## src/rtl/ohfsm_pkg.sv

```systemverilog
// Shared definitions for the one-hot sequencer: advance-mode encodings,
// bounce direction, and a one-hot validity check used for state recovery.
package ohfsm_pkg;

  localparam int unsigned MODE_W = 2;

  typedef enum logic [MODE_W-1:0] {
    MODE_HOLD   = 2'b00,
    MODE_UP     = 2'b01,
    MODE_DOWN   = 2'b10,
    MODE_BOUNCE = 2'b11
  } mode_t;

  typedef enum logic {
    DIR_UP   = 1'b0,
    DIR_DOWN = 1'b1
  } dir_e;

  // True when exactly one bit is set; callers zero-extend to 32 bits.
  function automatic logic onehot_valid(input logic [31:0] vec);
    return (vec != 32'd0) && ((vec & (vec - 32'd1)) == 32'd0);
  endfunction

endpackage

```

## src/rtl/ohfsm_prescaler.sv

```systemverilog
// Advance prescaler: counts enabled cycles and flags a tick once the count
// reaches div, so the sequencer advances every div+1 enabled cycles.
// Ports:
//   clk, rst_n : clock and synchronous active-low reset
//   en         : count enable; when low the count holds and no tick is raised
//   clr        : force the count to zero (accepted load or state recovery)
//   stall      : hold the count (rejected load)
//   div        : divide value
//   tick_c     : combinational advance strobe
module ohfsm_prescaler #(
  parameter int unsigned DIV_W = 4
) (
  input  logic             clk,
  input  logic             rst_n,
  input  logic             en,
  input  logic             clr,
  input  logic             stall,
  input  logic [DIV_W-1:0] div,
  output logic             tick_c
);

  logic [DIV_W-1:0] cnt_q;
  logic [DIV_W-1:0] cnt_d;

  // >= rather than == so a div lowered below the running count ticks at once.
  assign tick_c = en && (cnt_q >= div);

  // Count update, clear and stall take precedence over normal counting.
  always_comb begin
    cnt_d = cnt_q;
    if (clr) begin
      cnt_d = '0;
    end else if (stall) begin
      cnt_d = cnt_q;
    end else if (tick_c) begin
      cnt_d = '0;
    end else if (en) begin
      cnt_d = cnt_q + DIV_W'(1);
    end
  end

  // Count register.
  always_ff @(posedge clk) begin
    if (!rst_n) begin
      cnt_q <= '0;
    end else begin
      cnt_q <= cnt_d;
    end
  end

endmodule

```

## src/rtl/ohfsm_seq.sv

```systemverilog
// Parametrised one-hot state sequencer with prescaled advance, hold/up/down/
// bounce modes, synchronous load, end-of-sequence pulse and recovery from a
// corrupted (non one-hot) state vector.
// Ports:
//   clk, rst_n : clock and synchronous active-low reset
//   en         : prescaler enable
//   mode       : 00 hold, 01 up, 10 down, 11 bounce
//   div        : advance every div+1 enabled cycles
//   load       : load request, load_idx selects the target state
//   out        : one-hot state vector
//   idx        : binary index of the active bit
//   wrap       : one-cycle end-of-sequence pulse
//   err        : one-cycle pulse on rejected load or state recovery
module ohfsm_seq
  import ohfsm_pkg::*;
#(
  parameter int unsigned  N         = 8,
  parameter int unsigned  RESET_IDX = 0,
  parameter int unsigned  DIV_W     = 4,
  localparam int unsigned IDX_W     = $clog2(N)
) (
  input  logic             clk,
  input  logic             rst_n,
  input  logic             en,
  input  logic [1:0]       mode,
  input  logic [DIV_W-1:0] div,
  input  logic             load,
  input  logic [IDX_W-1:0] load_idx,
  output logic [N-1:0]     out,
  output logic [IDX_W-1:0] idx,
  output logic             wrap,
  output logic             err
);

  localparam logic [IDX_W-1:0] LAST_IDX = IDX_W'(N - 1);
  localparam logic [IDX_W-1:0] RST_IDX  = IDX_W'(RESET_IDX);

  function automatic logic [N-1:0] to_onehot(input logic [IDX_W-1:0] i);
    return N'(1) << i;
  endfunction

  logic [N-1:0]     out_q, out_d;
  logic [IDX_W-1:0] idx_q, idx_d;
  logic             wrap_q, wrap_d;
  logic             err_q, err_d;
  dir_e             dir_q, dir_d;

  mode_t mode_c;
  logic  tick_c;
  logic  legal_c;
  logic  load_ok_c;
  logic  cnt_clr_c;
  logic  cnt_stall_c;
  logic  bounce_up_c;

  assign mode_c    = mode_t'(mode);
  assign legal_c   = onehot_valid(32'(out_q));
  assign load_ok_c = (32'(load_idx) < N);

  ohfsm_prescaler #(
    .DIV_W (DIV_W)
  ) u_prescaler (
    .clk    (clk),
    .rst_n  (rst_n),
    .en     (en),
    .clr    (cnt_clr_c),
    .stall  (cnt_stall_c),
    .div    (div),
    .tick_c (tick_c)
  );

  // Next state: recovery > load > tick.
  always_comb begin
    out_d       = out_q;
    idx_d       = idx_q;
    dir_d       = dir_q;
    wrap_d      = 1'b0;
    err_d       = 1'b0;
    cnt_clr_c   = 1'b0;
    cnt_stall_c = 1'b0;
    bounce_up_c = 1'b0;

    if (!legal_c) begin
      idx_d     = RST_IDX;
      out_d     = to_onehot(RST_IDX);
      dir_d     = DIR_UP;
      err_d     = 1'b1;
      cnt_clr_c = 1'b1;
    end else if (load) begin
      if (load_ok_c) begin
        idx_d     = load_idx;
        out_d     = to_onehot(load_idx);
        dir_d     = DIR_UP;
        cnt_clr_c = 1'b1;
      end else begin
        err_d       = 1'b1;
        cnt_stall_c = 1'b1;
      end
    end else if (tick_c) begin
      case (mode_c)
        MODE_HOLD: begin
        end
        MODE_UP: begin
          if (idx_q == LAST_IDX) begin
            idx_d  = '0;
            wrap_d = 1'b1;
          end else begin
            idx_d = idx_q + IDX_W'(1);
          end
        end
        MODE_DOWN: begin
          if (idx_q == '0) begin
            idx_d  = LAST_IDX;
            wrap_d = 1'b1;
          end else begin
            idx_d = idx_q - IDX_W'(1);
          end
        end
        MODE_BOUNCE: begin
          // Sitting on an end already facing outward reflects instead of stepping past it.
          bounce_up_c = (dir_q == DIR_UP) ? (idx_q != LAST_IDX) : (idx_q == '0);
          if (bounce_up_c) begin
            idx_d  = idx_q + IDX_W'(1);
            wrap_d = (idx_d == LAST_IDX);
            dir_d  = (idx_d == LAST_IDX) ? DIR_DOWN : DIR_UP;
          end else begin
            idx_d  = idx_q - IDX_W'(1);
            wrap_d = (idx_d == '0);
            dir_d  = (idx_d == '0) ? DIR_UP : DIR_DOWN;
          end
        end
        default: begin
        end
      endcase
      out_d = to_onehot(idx_d);
    end
  end

  // State, index, direction and pulse registers.
  always_ff @(posedge clk) begin
    if (!rst_n) begin
      out_q  <= to_onehot(RST_IDX);
      idx_q  <= RST_IDX;
      dir_q  <= DIR_UP;
      wrap_q <= 1'b0;
      err_q  <= 1'b0;
    end else begin
      out_q  <= out_d;
      idx_q  <= idx_d;
      dir_q  <= dir_d;
      wrap_q <= wrap_d;
      err_q  <= err_d;
    end
  end

  assign out  = out_q;
  assign idx  = idx_q;
  assign wrap = wrap_q;
  assign err  = err_q;

endmodule

```

## config.mk

```make
export PLATFORM = sky130hd
export DESIGN_NAME = ohfsm_seq
export DESIGN_NICKNAME = d
export VERILOG_FILES = /design/src/rtl/ohfsm_pkg.sv /design/src/rtl/ohfsm_prescaler.sv /design/src/rtl/ohfsm_seq.sv
export SDC_FILE = /design/constraint.sdc
export NUM_CORES = 1
export LEC_CHECK = 0
export ABC_CLOCK_PERIOD_IN_PS = 6300
export BUFFER_PORTS_ARGS = -buffer_cell sky130_fd_sc_hd__buf_4
export CORE_UTILIZATION = 40
export CTS_CLUSTER_SIZE = 20
export DETAILED_ROUTE_END_ITERATION = 8
export HOLD_SLACK_MARGIN = 0.12
export PLACE_DENSITY = 0.73
export SLEW_MARGIN = 20
export SYNTH_ARGS = -nofsm -noshare
export SYNTH_HDL_FRONTEND = slang
export SYNTH_HIERARCHICAL = 1
export SYNTH_SLANG_ARGS = --single-unit
```

## constraint.sdc

```tcl
create_clock -name clk -period 6.3 [get_ports clk]
set_input_delay 1.26 -clock clk [delete_from_list [all_inputs] [get_ports clk]]
set_output_delay 1.26 -clock clk [all_outputs]
set_load 0.01 [all_outputs]
```

; ---- Word level (Yosys, flattened, before mapping)
; Cells that the tools add are included.
[op_classes]
addsub = 4
n_mul = 0
div_mod_pow = 0
n_lt_le_gt_ge = 1
n_eq_ne = 6
shifts = 2
n_mux = 22
n_bitwise = 4
n_reduce_logical = 12
[op_table]
columns = cell, count
row1 = 8-bit by 32-bit AND with 32-bit output, 1
row2 = 32-bit logical NOT, 1
row3 = 3-bit 2-to-1 mux, 8
row4 = 8-bit 2-to-1 mux, 2
row5 = "1-bit by 3-bit << shifter with 8-bit output, first input constant", 2
row6 = 1-bit 2-to-1 mux, 10
row7 = 3-bit case mux with 3 select lines, 1
row8 = "8-bit by 1-bit subtractor with 9-bit output, second input constant", 1
row9 = 8-bit nonzero test, 1
row10 = "3-bit == test, second input constant", 2
row11 = 3-bit logical NOT, 2
row12 = 3-bit OR reduction, 2
row13 = "4-bit by 1-bit adder with 4-bit output, second input constant", 1
row14 = "2-bit == test, second input constant", 2
row15 = 4-bit >= comparator, 1
row16 = 2-bit AND reduction, 2
row17 = 4-bit OR reduction, 1
row18 = "3-bit by 1-bit adder with 3-bit output, second input constant", 1
row19 = "3-bit != test, second input constant", 1
row20 = 1-bit inverter, 3
row21 = 1-bit case mux with 3 select lines, 1
row22 = "3-bit by 1-bit subtractor with 3-bit output, second input constant", 1
row23 = "2-bit by 1-bit == test with 1-bit output, second input constant", 1
row24 = 1-bit logical AND, 2
row25 = 2-bit nonzero test, 1
[totals]
ff_bits = 18
latch_bits = 0
ram_bits = 0
mem_bits_ro = 0
in_bits = 13
out_inout_bits = 13
wordCells = 57
n_memories = 0

; ---- Longest topological paths before layout
[depth]
depth_word = 10
mapped_depth = 11

; ---- Hierarchy
; Netlist, hierarchy kept.
[modules_own_cells]
columns = mod, n_inst, cells_each, area_each_um2, seq_area_each_um2
row1 = ohfsm_seq, 1, 120, 979.7, 280.3
row2 = ohfsm_prescaler, 1, 38, 304.0, 80.1

; ---- Worst setup path before layout
; Ideal clock, no wire load.
[synth_path]
path_type = in2reg
from = input port div[0]
to = register out_q[0], in the netlist out[0]
setup_ns = 0.120
t_arrival_ns = 3.395
t_required_ns = 6.180
path_slack_ns = 2.786
stages = 8
n_path_buf = 0
path_cell_list = ha_1 nand2b_1 a2111oi_1 nor3b_1 or2_2 o211ai_1 nor3_1 a211o_1
[synth_via]
elab_chain_cells = 3
[synth_rtl]
columns = element, line_no
row1 = "start, declared", ohfsm_seq.sv:26  ; input logic [DIV_W-1:0] div,
row2 = 4-bit >= comparator, ohfsm_prescaler.sv:26  ; assign tick_c = en && (cnt_q >= div);
row3 = 1-bit logical AND, ohfsm_prescaler.sv:26
row4 = named net tick_c, ohfsm_seq.sv:49  ; logic tick_c;
row5 = 2-bit nonzero test (no source line), --
row6 = "end signal, assigned", ohfsm_seq.sv:142  ; out_q <= to_onehot(RST_IDX);
row7 = "end signal, assigned", ohfsm_seq.sv:148  ; out_q <= out_d;
row8 = "end, declared", ohfsm_seq.sv:42  ; logic [N-1:0] out_q, out_d;
; The timed path passes the listed nets, and every way through them passes these cells.
; A chain may end at the register's enable or synchronous reset.

; ---- Final worst setup path
; Same ends and word-level chain as after synthesis.

==> impl_metrics.csv <==
group,metric,value,unit
run_status,status,"completed",
layout,drive_gt1_frac,0.247,
clock_tree,cts_root_buf,"clkbuf_4",
logic_synthesis,ys_seq_area_frac,0.281,
clock_tree,path_clk_slew,0.11,ns
layout,final_nets,208,
sta,skew,0.00874,ns
clock_tree,postCtsHoldBufs,0,
clock_tree,cts_resized,0,
drt,viasPerCell,5.34,
pwr,leakagePower,0.619,nW
floorplanning,placementRows,20,
clock_tree,numCtsBuffers,3,
global_route,grt_first_pass_wirelength,4970,um
placement,dp_hpwl,2200,um
sta,final_max_slew_viol_count,0,
layout,area_delta_synth_final,18.8,%
logic_synthesis,ys_ff_latch,18,
sta,max_slew_margin,0.363,
floorplanning,io_pins,26,
sta,tightest_slew,0.953,ns
critical_path,worstPathMaxFanout,6,
logic_synthesis,synthArstFlopShare,0,
clock_tree,cts_max_level,1,
floorplanning,die_height,58.7,um
layout,diodes,0,
pwr,peakVddDrop,0.000152,V
global_route,grt_pass1_vias,1168,
layout,multiInputGateArea,862,sq um
sta,rsz0062_at_grt,"no",
global_route,grt_max_degree,14,
critical_path,arrival,3.81,ns
global_route,antenna_found_initial,0,
floorplanning,dieArea,0.00344,sq mm
critical_path,crit_type,"input pin to register",
layout,seq_area,360,sq um
placement,io_buffers,25,
clock_tree,cts_setup_buffers,0,
min_path,min_path_type,"register to register",
drt,first_pass_iters,4,
run,cap_violations,0,
logic_synthesis,synth.distinct_cells,47,
critical_path,cp-end-kind,"register",
drt,postRouteAntennaNets,0,
logic_synthesis,synth_edf_count,0,
floorplanning,core-area,0.00305,sq mm
sta,setup_viol,0,
sta,min_period_over_period,0.576,
logic_synthesis,yosys_warnings,6,
sta,finalSetupTns,0,ns
critical_path,crit_required,6.48,ns
layout,fill_cells,306,
sta,min_period,3.63,ns
sta,max_freq,275,MHz
global_route,grt_overflow_total,0,
placement,gp_congestion,0.853,
clock_tree,numClockSinks,18,
drt,drc,0,
global_route,grt_use_total,0.185,
critical_path,critPathLaunchType,"input pin",
logic_synthesis,syn_area_per_cell,8.12,sq um
logic_synthesis,synth.net_count,182,
drt,routedWlPerCell,12.5,um
pwr,p_total,0.285,mW
clock_tree,cts_tree,"yes",
sta,finalHoldViolCount,0,
pwr,power.density,187,mW/mm^2
logic_synthesis,syn_inst,158,
drt,drt_iter0_markers,39,
logic_synthesis,syn_area,0.00128,sq mm
floorplanning,die_w,58.7,um
drt,drt_wl_total,2830,um
floorplanning,start_util,0.420,
clock_tree,clock_path_buffers,2,
clock_tree,clk_latency,0.29,ns
drt,vias,1206,
logic_synthesis,ys.flop_type,"dfxtp_1",
## area by class of cell
type | count | share of cell area
multi-input cells | 126 | 0.565
flip-flops and latches | 18 | 0.236
repair buffers | 25 | 0.123
well taps | 44 | 0.0361
inverters | 10 | 0.0246
clock buffers | 3 | 0.0148
## cells in the final DEF, fill, tap and decap left out, drive strengths merged, types with 2 or more instances in the layout
| cell type | Yosys | final |
|---|---|---|
| a2111oi | 4 | 4 |
| a21boi | 2 | 2 |
| a21oi | 20 | 20 |
| a22oi | 2 | 2 |
| a31oi | 3 | 3 |
| buf | 2 | 25 |
| clkbuf | 2 | 3 |
| dfxtp | 18 | 18 |
| ha | 11 | 11 |
| inv | 10 | 10 |
| nand2 | 18 | 18 |
| nand2b | 11 | 11 |
| nand3 | 3 | 3 |
| nor2 | 12 | 12 |
| nor3 | 6 | 6 |
| nor3b | 2 | 2 |
| o211ai | 5 | 5 |
| o21ai | 4 | 4 |
| or3b | 2 | 2 |
## worst paths after layout
path / from / end / slack (ns) / cells past startpoint
setup / recovery: div[0] / out[0] / 2.67 / 9
hold / removal: u_prescaler/cnt_q[0] / u_prescaler/cnt_q[0] / 0.51 / 2
setup reg to reg: u_prescaler/cnt_q[0] / out[0] / 3.28 / 9
hold reg to reg: u_prescaler/cnt_q[0] / u_prescaler/cnt_q[0] / 0.51 / 2
## per-layer routing
metal  routed length (um)  global-route usage  vias to the layer above
met3                  127              0.0484                        2
met2                 1340               0.332                       32
met4                    9              0.0204                        0
met1                 1350               0.228                      553
met5                    0                   0                        -
li1                     -                   -                      619
## where the power goes
group	internal, mW	switching (mW)	total (mW)	leakage [nW]
logic	0.0417	0.0554	0.0972	0.459
clock network	0.0222	0.0347	0.0569	0.0138
registers	0.121	0.00976	0.131	0.146
## cell families (layout without fill, tap and decap cells)
family	Yosys count	count (layout)	share of synthesized area
adder cells (fa/ha/maj)	12	12	0.115
AND/OR/NAND/NOR	62	62	0.256
AO/OA/AOI/OAI	49	49	0.283
buffers and inverters	14	38	0.0478
flip-flops	18	18	0.281
XOR/XNOR	1	1	0.00682
multiplexers	1	1	0.00780
other	1	1	0.00292
## cells in the mapped netlist, types with 2 or more instances
library cell	number	area share
inv_1	10	0.029
nor3b_1	2	0.012
a21oi_2	9	0.061
nand2b_1	11	0.054
o21ai_0	4	0.016
a2111oi_0	2	0.014
a22oi_1	2	0.012
dfxtp_1	18	0.28
a31oi_1	3	0.015
nor3_1	6	0.023
nor2_2	3	0.015
ha_1	11	0.11
nand3_1	3	0.012
a21boi_0	2	0.012
clkbuf_1	2	0.0059
nand2_1	17	0.050
a21oi_1	11	0.043
nor2_1	9	0.026
o211ai_1	5	0.029
## state kept, by name, indices dropped and copies added (netlist names)
register,cells
u_prescaler/cnt_q,4
err,1
out,8
dir_q,1
idx,3
wrap,1
## metrics by stage
step	cell area, sq um	utilization	setup slack [ns]	cells	hold slack [ns]
floorplan	1280	-	2.79	158	0.462
global route	1530	0.500	2.47	226	0.542
CTS	1530	0.500	2.69	226	0.512
detailed placement	1500	0.492	2.38	223	0.497
global placement	1500	0.492	2.48	223	0.480
finish	1530	0.500	2.67	226	0.510
## critical path, cell delays in order
cell and delay (ns):
buf_4 0.11, ha_1 0.28, nand2b_1 0.14, a2111oi_1 0.88
nor3b_1 0.23, or2_2 0.38, o211ai_1 0.17, nor3_1 0.10
a211o_1 0.26
No activity file was read; power rests on OpenSTA's default activity.
